`src/rtl/d7s_entry.sv`:
```
// d7s_entry: decodes up to three active-low 7-segment digit codes (MSD first) into an 8-bit value
// Ports: clk, reset (sync, active-high); seg_in/seg_valid/seg_ready digit input handshake;
//   enter finishes a value early; value/ovf/err/out_valid/out_ready result handshake.
// Option: define D7S_ENTRY_BLANK_EN to accept 7F as a leading blank (digit 0) while acc is zero.
module d7s_entry (
  input  logic       clk,
  input  logic       reset,
  input  logic [6:0] seg_in,
  input  logic       seg_valid,
  output logic       seg_ready,
  input  logic       enter,
  output logic [7:0] value,
  output logic       out_valid,
  input  logic       out_ready,
  output logic       ovf,
  output logic       err
);
  localparam logic [1:0] IDLE  = 2'd0;
  localparam logic [1:0] ACCUM = 2'd1;
  localparam logic [1:0] DONE  = 2'd2;
  logic [1:0] state;
  logic [9:0] acc, acc_nx;
  logic [1:0] cnt, cnt_nx;
  logic [3:0] dig;
  logic       dig_ok, take, good, fin;
  always_comb begin
    dig    = 4'd0;
    dig_ok = 1'b1;
    case (seg_in)
      7'h40: dig = 4'd0;
      7'h79: dig = 4'd1;
      7'h24: dig = 4'd2;
      7'h30: dig = 4'd3;
      7'h19: dig = 4'd4;
      7'h12: dig = 4'd5;
      7'h02: dig = 4'd6;
      7'h78: dig = 4'd7;
      7'h00: dig = 4'd8;
      7'h10: dig = 4'd9;
`ifdef D7S_ENTRY_BLANK_EN
      7'h7f: dig_ok = (acc == 10'd0);
`endif
      default: dig_ok = 1'b0;
    endcase
  end
  assign seg_ready = !reset && state != DONE;
  assign out_valid = state == DONE;
  assign take      = seg_valid && seg_ready;
  assign good      = take && dig_ok;
  // acc never exceeds 99 before a digit lands, so the sum fits in 10 bits
  assign acc_nx    = good ? acc * 10'd10 + {6'd0, dig} : acc;
  assign cnt_nx    = cnt + {1'b0, good};
  // a digit arriving with enter is folded in before finalizing
  assign fin       = (state == ACCUM && enter) || cnt_nx == 2'd3;
  always_ff @(posedge clk) begin
    if (reset) begin
      state <= IDLE;
      acc   <= 10'd0;
      cnt   <= 2'd0;
      err   <= 1'b0;
      ovf   <= 1'b0;
      value <= 8'd0;
    end else if (state == DONE) begin
      if (out_ready) begin
        state <= IDLE;
        acc   <= 10'd0;
        cnt   <= 2'd0;
        err   <= 1'b0;
        ovf   <= 1'b0;
      end
    end else begin
      acc <= acc_nx;
      cnt <= cnt_nx;
      if (take && !dig_ok) err <= 1'b1;
      if (fin) begin
        state <= DONE;
        value <= acc_nx > 10'd255 ? 8'hff : acc_nx[7:0];
        ovf   <= acc_nx > 10'd255;
      end else if (good) state <= ACCUM;
    end
  end
endmodule
```
`config.mk`:
```
export PLATFORM = sky130hd
export DESIGN_NAME = d7s_entry
export DESIGN_NICKNAME = d
export VERILOG_FILES = /design/src/rtl/d7s_entry.sv
export SDC_FILE = /design/constraint.sdc
export NUM_CORES = 1
export LEC_CHECK = 0
export ABC_AREA = 1
export BUFFER_PORTS_ARGS = -buffer_cell sky130_fd_sc_hd__buf_2
export CORE_ASPECT_RATIO = 1.5
export CORE_MARGIN = 2
export CORE_UTILIZATION = 54
export CTS_BUF_LIST = sky130_fd_sc_hd__clkbuf_8
export CTS_CLUSTER_SIZE = 12
export DETAILED_ROUTE_END_ITERATION = 7
export HOLD_SLACK_MARGIN = 0.02
export PLACE_DENSITY = 0.89
export REMOVE_ABC_BUFFERS = 1
export SYNTH_ARGS = -nofsm -noshare
export SYNTH_HDL_FRONTEND = slang
export SYNTH_SLANG_ARGS = --single-unit
```
`constraint.sdc`:
```
create_clock -name clk -period 2.8 [get_ports clk]
set_input_delay 0.56 -clock clk [delete_from_list [all_inputs] [get_ports clk]]
set_output_delay 0.56 -clock clk [all_outputs]
set_load 0.01 [all_outputs]
```
# After elaboration in Yosys (flattened, before gate mapping)
# Index checks and enable logic that the tools add are counted.
dict set report classes {
  bitwise 1
  magnitude_cmp 1
  multipliers 1
  n_eq_ne 14
  reduce_logical 17
  addsub 2
  mux 16
}
# op n
set op_table {}
lappend op_table {{one-hot mux 4 bit (9 select lines)} 1}
lappend op_table {{2-to-1 mux 10 bit} 3}
lappend op_table {{== test 7 x 5 -> 1 bit, second input constant} 3}
lappend op_table {{== test 7 bit, second input constant} 3}
lappend op_table {{== test 7 x 6 -> 1 bit, second input constant} 2}
lappend op_table {{adder 10 x 4 -> 10 bit} 1}
lappend op_table {{greater-than comparator 10 x 8 -> 1 bit, second input constant} 1}
lappend op_table {{multiplier 10 x 3 -> 9 bit, second input constant} 1}
lappend op_table {{2-to-1 mux 2 bit} 5}
lappend op_table {{OR reduction 10 bit} 1}
lappend op_table {{2-to-1 mux 8 bit} 1}
lappend op_table {{AND reduction 2 bit} 4}
lappend op_table {{== test 7 x 2 -> 1 bit, second input constant} 1}
lappend op_table {{zero test 7 bit} 1}
lappend op_table {{2-to-1 mux 1 bit} 6}
lappend op_table {{logical AND 1 bit} 5}
lappend op_table {{== test 2 bit, second input constant} 2}
lappend op_table {{nonzero test 2 bit} 2}
lappend op_table {{nonzero test 3 bit} 1}
lappend op_table {{adder 2 x 1 -> 2 bit} 1}
lappend op_table {{== test 2 x 1 -> 1 bit, second input constant} 1}
lappend op_table {{zero test 1 bit} 2}
lappend op_table {{!= test 2 x 1 -> 1 bit, second input constant} 1}
lappend op_table {{!= test 2 bit, second input constant} 1}
lappend op_table {{other kinds (2)} 2}
dict set report totals {
  word_cells 58
  output_inout_bits 12
  regBits 24
  in_bits 12
}

# Logic depth before layout (Yosys ltp)
# Gate-level depths: netlist (run 1).
dict set report logic_depth {
  word_depth 9
  depth_mapped 21
  mapped_depth_nobuf 21
}

# Worst setup path after synthesis (run 1)
# No wires, ideal clock.
dict set report synth_path {
  kind {input port to flip-flop}
  start {input seg_in[2]}
  end {register value[4]}
  arrival_ns 2.508
  path_stages 20
  path_slack_ns 0.175
  cell_sequence {inv_1 > nand2_1 > inv_1 > nand3_2 > o21ai_2 > or2_2 > ha_1 > fa_1 > nand3_1 > nand2_1 > nand3_1 > nor2_1 > nand2_1 > nand2_1 > nand2_1 > nand2_1 > nand2_2 > nand2_4 > nor2_1 > nor2_1}
}
dict set report synth_via {
  elab_chain_len 8
  word_cells_on_any_way 22
}
# element line_no
set synth_lines {}
lappend synth_lines {{start, declared} 8} ;# input logic [6:0] seg_in,
lappend synth_lines {{parallel branches: the longest is 8 deep, another holds adder 10 x 4 -> 10 bit} n/a}
lappend synth_lines {{end signal, assigned} 77} ;# value <= acc_nx > 10'd255 ? 8'hff : acc_nx[7:0];
lappend synth_lines {{end, declared} 12} ;# output logic [7:0] value,
# Parallel ways; which one is timed is not known.
# A chain may end at the register's enable or synchronous reset.

# Worst setup path after layout (run 1)
dict set report layout_path {
  start {input seg_in[4]}
  end {register value[3]}
}
# Same word-level chain as after synthesis.

==> flow_summary.ini, run 1 <==
[outcome]
status = finished, final reports clean

[power_and_ir_drop]
p_leak_nw = 1.123
vdd_drop_max_mv = 0.4929
power_per_cell_area_nw_per_um2 = 351.7

[timing]
fin_tns_setup_ns = 0
slew_headroom_pct = 76.00
post-route-period-util_pct = 91.20
tightest_slew_ns = 0.3596
setup_viol = 0
fin_crit_ns = 2.554
hold_viol_final = 0
finalMaxSlewViolations = 0
hold_slack_ns = 0.4646
grt_setup_unrepaired = no
fin_skew_ns = 0.001826
max_clock_freq_ghz = 0.3916

[worst_setup_path]
arrival_ns = 2.72
path_class = in -> reg
cp-end-kind = flip-flop
required_ns = 2.97
worstSetupStartpointType = input pin
worst-path-max-fanout = 9

[detailed_routing]
drc = 0
viasPerCell = 5.309
first_pass_iters = 4
routedWlPerCell_um = 11.59
wl_um = 4127
ant_nets = 0
drt_iter0_drc = 51
num_vias = 1890

[clocking]
htreeDepth = 1
cts.clk_slew.worst_paths_ns = 0.08
clock-sinks = 24
cts_buffer_depth = 2
clk_latency_ns = 0.27
cts-root-buf = clkbuf_8
cts_tree = yes
cts_made_buffers = 3

[layout]
syn_to_final_growth_pct = 16.03
final_common_cell = nand2_1
nNetsFinal = 344
final_core_util_pct = 64.60
layout_common_cells = nand2_1 (74), inv_1 (31), nor2_1 (31)
layout.cells.non_filler = 356
final_area_um2 = 2165
antenna_cells = 0
drive_above_1_share_pct = 21.97

[global_route]
grt.total_usage_pct = 23.42
antenna_found_initial = 0
grt_max_degree = 19
grt-ovfl-total = 0
grt_pass1_wl_um = 7465
first_global_vias = 1872

[placement]
dp_hpwl_um = 3249
placed_cell_area_um2 = 2090
place_inst = 352
port_buffers = 23
place.gp.congestion = 0.8317

[floorplanning]
core_area_um2 = 3351
die_w_um = 51.99
die_area_um2 = 3950
io_pins = 24
die_h_um = 75.99
start_util_pct = 55.68
num_rows = 26

[worst_hold_path]
hp-class = reg -> reg

[yosys]
synth_seq_cells = 24
synthCells = 280
synth.distinct_cells = 30
synth_area_per_cell_um2 = 6.663
synth_ff_type = dfxtp_1
async_flop_share_pct = 0
synth_area_um2 = 1866
ys_warn_count = 0
synth-seq-area-share_pct = 25.75
synth_edf_count = 0

[flow_run]
cap_violations = 0
==> registers in the layout (all words and copies together) (netlist names) <==
name and cells:
acc 10, value 8, cnt 2, state 2, err 1, ovf 1
==> power breakdown <==
| part | switching (mW) | leakage (nW) | total [mW] | internal, mW |
|---|---|---|---|---|
| registers | 0.00479 | 0.194 | 0.352 | 0.347 |
| logic | 0.0648 | 0.893 | 0.103 | 0.0386 |
| clock network | 0.115 | 0.0357 | 0.306 | 0.191 |
| total | 0.184 | 1.12 | 0.761 | 0.577 |
==> cell type report <==
cell class / instances / area [um2]
Clock buffer: 3 / 41.29
Sequential cell: 24 / 481.7
Tap cell: 42 / 52.55
Multi-Input combinational cell: 218 / 1237
Inverter: 35 / 131.4
Timing Repair Buffer: 33 / 190.2
Clock inverter: 1 / 30.03
Fill cell: 279 / 1186
==> per-stage QoR <==
stage	worst slack [ns]	power, mW
after CTS	0.1738	0.7567
after detailed placement	-0.07393	0.4623
after global routing	0.01684	0.7866
final	0.2464	0.7614
after floorplan	0.1740	0.4248
after global placement	-0.01428	0.4592
==> synth_stat cells (4+ instances only) <==
cell type / number / area (um2)
a21oi_1: 5 / 25.02
nand4_1: 4 / 25.02
o21ai_0: 17 / 85.08
nand2_1: 74 / 277.8
nor3_1: 4 / 20.02
nand3_1: 20 / 100.1
ha_1: 15 / 187.7
o22ai_1: 8 / 50.05
inv_1: 31 / 116.4
nand2_2: 9 / 56.30
xor2_1: 4 / 35.03
nor2_2: 5 / 31.28
o21ai_2: 6 / 52.55
nor2_1: 31 / 116.4
dfxtp_1: 24 / 480.5
==> path summary, 6_finish.rpt <==
kind	end	startpoint	cells after the start	slack, ns
max	value[3]$_SDFFE_PP0P_	seg_in[4]	20	0.25
min	ovf$_SDFFE_PP0P_	ovf$_SDFFE_PP0P_	2	0.46
max reg2reg	value[3]$_SDFFE_PP0P_	acc[1]$_SDFFE_PP0P_	16	0.30
min reg2reg	ovf$_SDFFE_PP0P_	ovf$_SDFFE_PP0P_	2	0.46
==> metal layers <==
layer / up-vias / wire [um] / track usage [%]
met5: - / 0 / 0
met4: 0 / 79 / 7.895
met3: 9 / 76 / 2.353
met2: 29 / 2329 / 44.18
met1: 867 / 1641 / 25.66
li1: 985 / - / -
==> critical path: stages <==
cell and delay, ns:
buf_2 0.12, nand2_2 0.09, nor2_1 0.04, nand2_1 0.06, nand2_1 0.08, or2_2 0.30, ha_1 0.22, fa_2 0.36
nand3_1 0.11, nand2_1 0.05, nand3_1 0.10, nor2_1 0.06, nand2_1 0.06, nand2_1 0.05, nand2_1 0.05, nand2_1 0.05
nand2_2 0.08, nand2_4 0.09, nor2_1 0.13, nor2_1 0.05
==> cells by family after synthesis <==
group           share of synthesized area, %
simple gates                           38.03
compound gates                         13.15
buf+inv                                8.048
flops                                  25.75
fa+ha+maj                              12.21
xor+xnor                               2.817
==> what timing repair did <==
item	CTS	global route
setup buffers	0	0
hold buffers	0	0
hold endpoints to repair	0	0
resized for setup	0	2
endpoints found under the setup margin	0	3
Power figures use the tool's default switching activity.
==> inputs of run 2 (changes only) <==
--- a/config.mk
+++ b/config.mk
@@ -14,7 +14,7 @@
 export CTS_CLUSTER_SIZE = 12
 export DETAILED_ROUTE_END_ITERATION = 7
 export HOLD_SLACK_MARGIN = 0.02
-export PLACE_DENSITY = 0.89
+export PLACE_DENSITY = 0.86
 export REMOVE_ABC_BUFFERS = 1
 export SYNTH_ARGS = -nofsm -noshare
 export SYNTH_HDL_FRONTEND = slang
==> run 2 against run 1 <==
Setup slack worse by 0.037 ns; utilization is 0.30 points higher; combinational power hardly changed; sequential share of layout area is 0.10 points lower; global-route usage is 0.18 points lower; critical path type unchanged.
==> flow_summary.ini, run 2 (synthesis results as in run 1) <==
[clocking]
clock-sinks = 24
htreeDepth = 1
cts_made_buffers = 3
cts_resized = 0
clk_latency_ns = 0.27
post_cts_buffers = 0
cts.clk_slew.worst_paths_ns = 0.09
cts_buffer_depth = 2
cts_tree = yes
cts-root-buf = clkbuf_8
holdBufCountCts = 0

[global_route]
grt.total_usage_pct = 23.24
grt_pass1_wl_um = 7417
first_global_vias = 1817
antenna_found_initial = 0
grt_max_degree = 19
grt-ovfl-total = 0

[layout]
final_area_um2 = 2175
regMostFlops = acc
final_core_util_pct = 64.90
largest_reg_flops = 10
layout_common_cells = nand2_1 (74), inv_1 (31), nor2_1 (31)
syn_to_final_growth_pct = 16.57
final_common_cell = nand2_1
antenna_cells = 0
top_regs = acc x10, value x8
drive_above_1_share_pct = 21.66
layout.cells.non_filler = 356
nNetsFinal = 344

[timing]
fin_skew_ns = 0.005862
grt_setup_unrepaired = no
max_clock_freq_ghz = 0.3860
tightest_slew_ns = 0.3646
post-route-period-util_pct = 92.52
finalMaxSlewViolations = 0
fin_crit_ns = 2.591
slew_headroom_pct = 75.60
hold_viol_final = 0
layout_setup_ws_ns = 0.2095
setup_viol = 0
hold_slack_ns = 0.4739

[worst_setup_path]
worstSetupStartpointType = input pin
path_class = in -> reg
cp-end-kind = flip-flop
required_ns = 2.97
worst-path-max-fanout = 9
crit_end = value[4]$_SDFFE_PP0P_
cp-startpoint = seg_in[4]
worstRegToRegCells = 16
arrival_ns = 2.76
regToRegEndpoint = value[4]$_SDFFE_PP0P_
r2r_start = acc[3]$_SDFFE_PP0P_
rrSetupSlack_ns = 0.28

[floorplanning]
num_rows = 26
io_pins = 24
die_area_um2 = 3950
start_util_pct = 55.68
die_w_um = 51.99
die_h_um = 75.99
core_area_um2 = 3351

[flow_run]
cap_violations = 0

[detailed_routing]
wl_um = 4035
first_pass_iters = 5
num_vias = 1851
routedWlPerCell_um = 11.33
drc = 0
viasPerCell = 5.199
ant_nets = 0
drt_iter0_drc = 23

[worst_hold_path]
hp-class = reg -> reg

[placement]
port_buffers = 23
placed_cell_area_um2 = 2102
place_inst = 352
dp_hpwl_um = 3141
place.gp.congestion = 0.8168
place_ws_ns = -0.06099

[power_and_ir_drop]
p_leak_nw = 1.128
power_per_cell_area_nw_per_um2 = 350.5
vdd_drop_max_mv = 0.4102

[outcome]
status = finished, final reports clean
## run 2: cell types whose count changed in the layout (fill, tap and decap cells not counted)
| cell | delta |
|---|---|
| buf_12 | +1 |
| buf_4 | -1 |
| fa_1 | +1 |
| fa_2 | -1 |
## run 2: layout make-up
cell class | count | area (um2)
Fill cell | 288 | 1176
Sequential cell | 24 | 481.7
Inverter | 35 | 131.4
Clock buffer | 3 | 41.29
Tap cell | 42 | 52.55
Clock inverter | 1 | 30.03
Multi-Input combinational cell | 218 | 1235
Timing Repair Buffer | 33 | 202.7
## run 2: layer usage
| metal | share of wire [%] | GRT usage (%) | vias to the layer above | routed length (um) |
|---|---|---|---|---|
| met5 | 0 | 0 | - | 0 |
| met4 | 1.7 | 5.526 | 0 | 68 |
| met3 | 2.3 | 1.961 | 8 | 94 |
| met2 | 56 | 43.04 | 34 | 2265 |
| met1 | 40 | 27.59 | 835 | 1607 |
| li1 | - | - | 974 | - |
## run 2: worst min path at each step
stage,from,end,slack [ns],cells past startpoint
after floorplan,cnt[1]$_SDFFE_PP0P_,cnt[1]$_SDFFE_PP0P_,0.45,2
after global placement,ovf$_SDFFE_PP0P_,ovf$_SDFFE_PP0P_,0.45,2
after detailed placement,ovf$_SDFFE_PP0P_,ovf$_SDFFE_PP0P_,0.46,2
after CTS,ovf$_SDFFE_PP0P_,ovf$_SDFFE_PP0P_,0.48,2
after global routing,ovf$_SDFFE_PP0P_,ovf$_SDFFE_PP0P_,0.50,2
final,ovf$_SDFFE_PP0P_,ovf$_SDFFE_PP0P_,0.47,2
## run 2: metrics by stage
step | power, mW | TNS (ns)
3_5_place_dp | 0.4624 | -0.4404
2_1_floorplan | 0.4248 | 0
5_1_grt | 0.7896 | 0
4_1_cts | 0.7626 | 0
3_3_place_gp | 0.4599 | -0.07179
6_report | 0.7623 | 0
## run 2: power breakdown
group | internal [mW] | switching, mW | total, mW | leakage [nW]
logic | 0.0390 | 0.0642 | 0.103 | 0.898
clock network | 0.191 | 0.115 | 0.307 | 0.0357
registers | 0.347 | 0.00487 | 0.352 | 0.194
total | 0.578 | 0.185 | 0.762 | 1.13
## run 2: worst max-delay path, cell delays in order
cell,delay (ns)
buf_2,0.12
nand2_2,0.09
nor2_1,0.05
nand2_1,0.06
nand2_1,0.08
or2_2,0.30
ha_1,0.21
fa_1,0.41
nand3_1,0.12
nand2_1,0.05
nand3_1,0.11
nor2_1,0.06
nand2_1,0.05
nand2_1,0.04
nand2_1,0.06
nand2_1,0.06
nand2_2,0.08
nand2_4,0.09
nor2_1,0.13
nor2_1,0.05
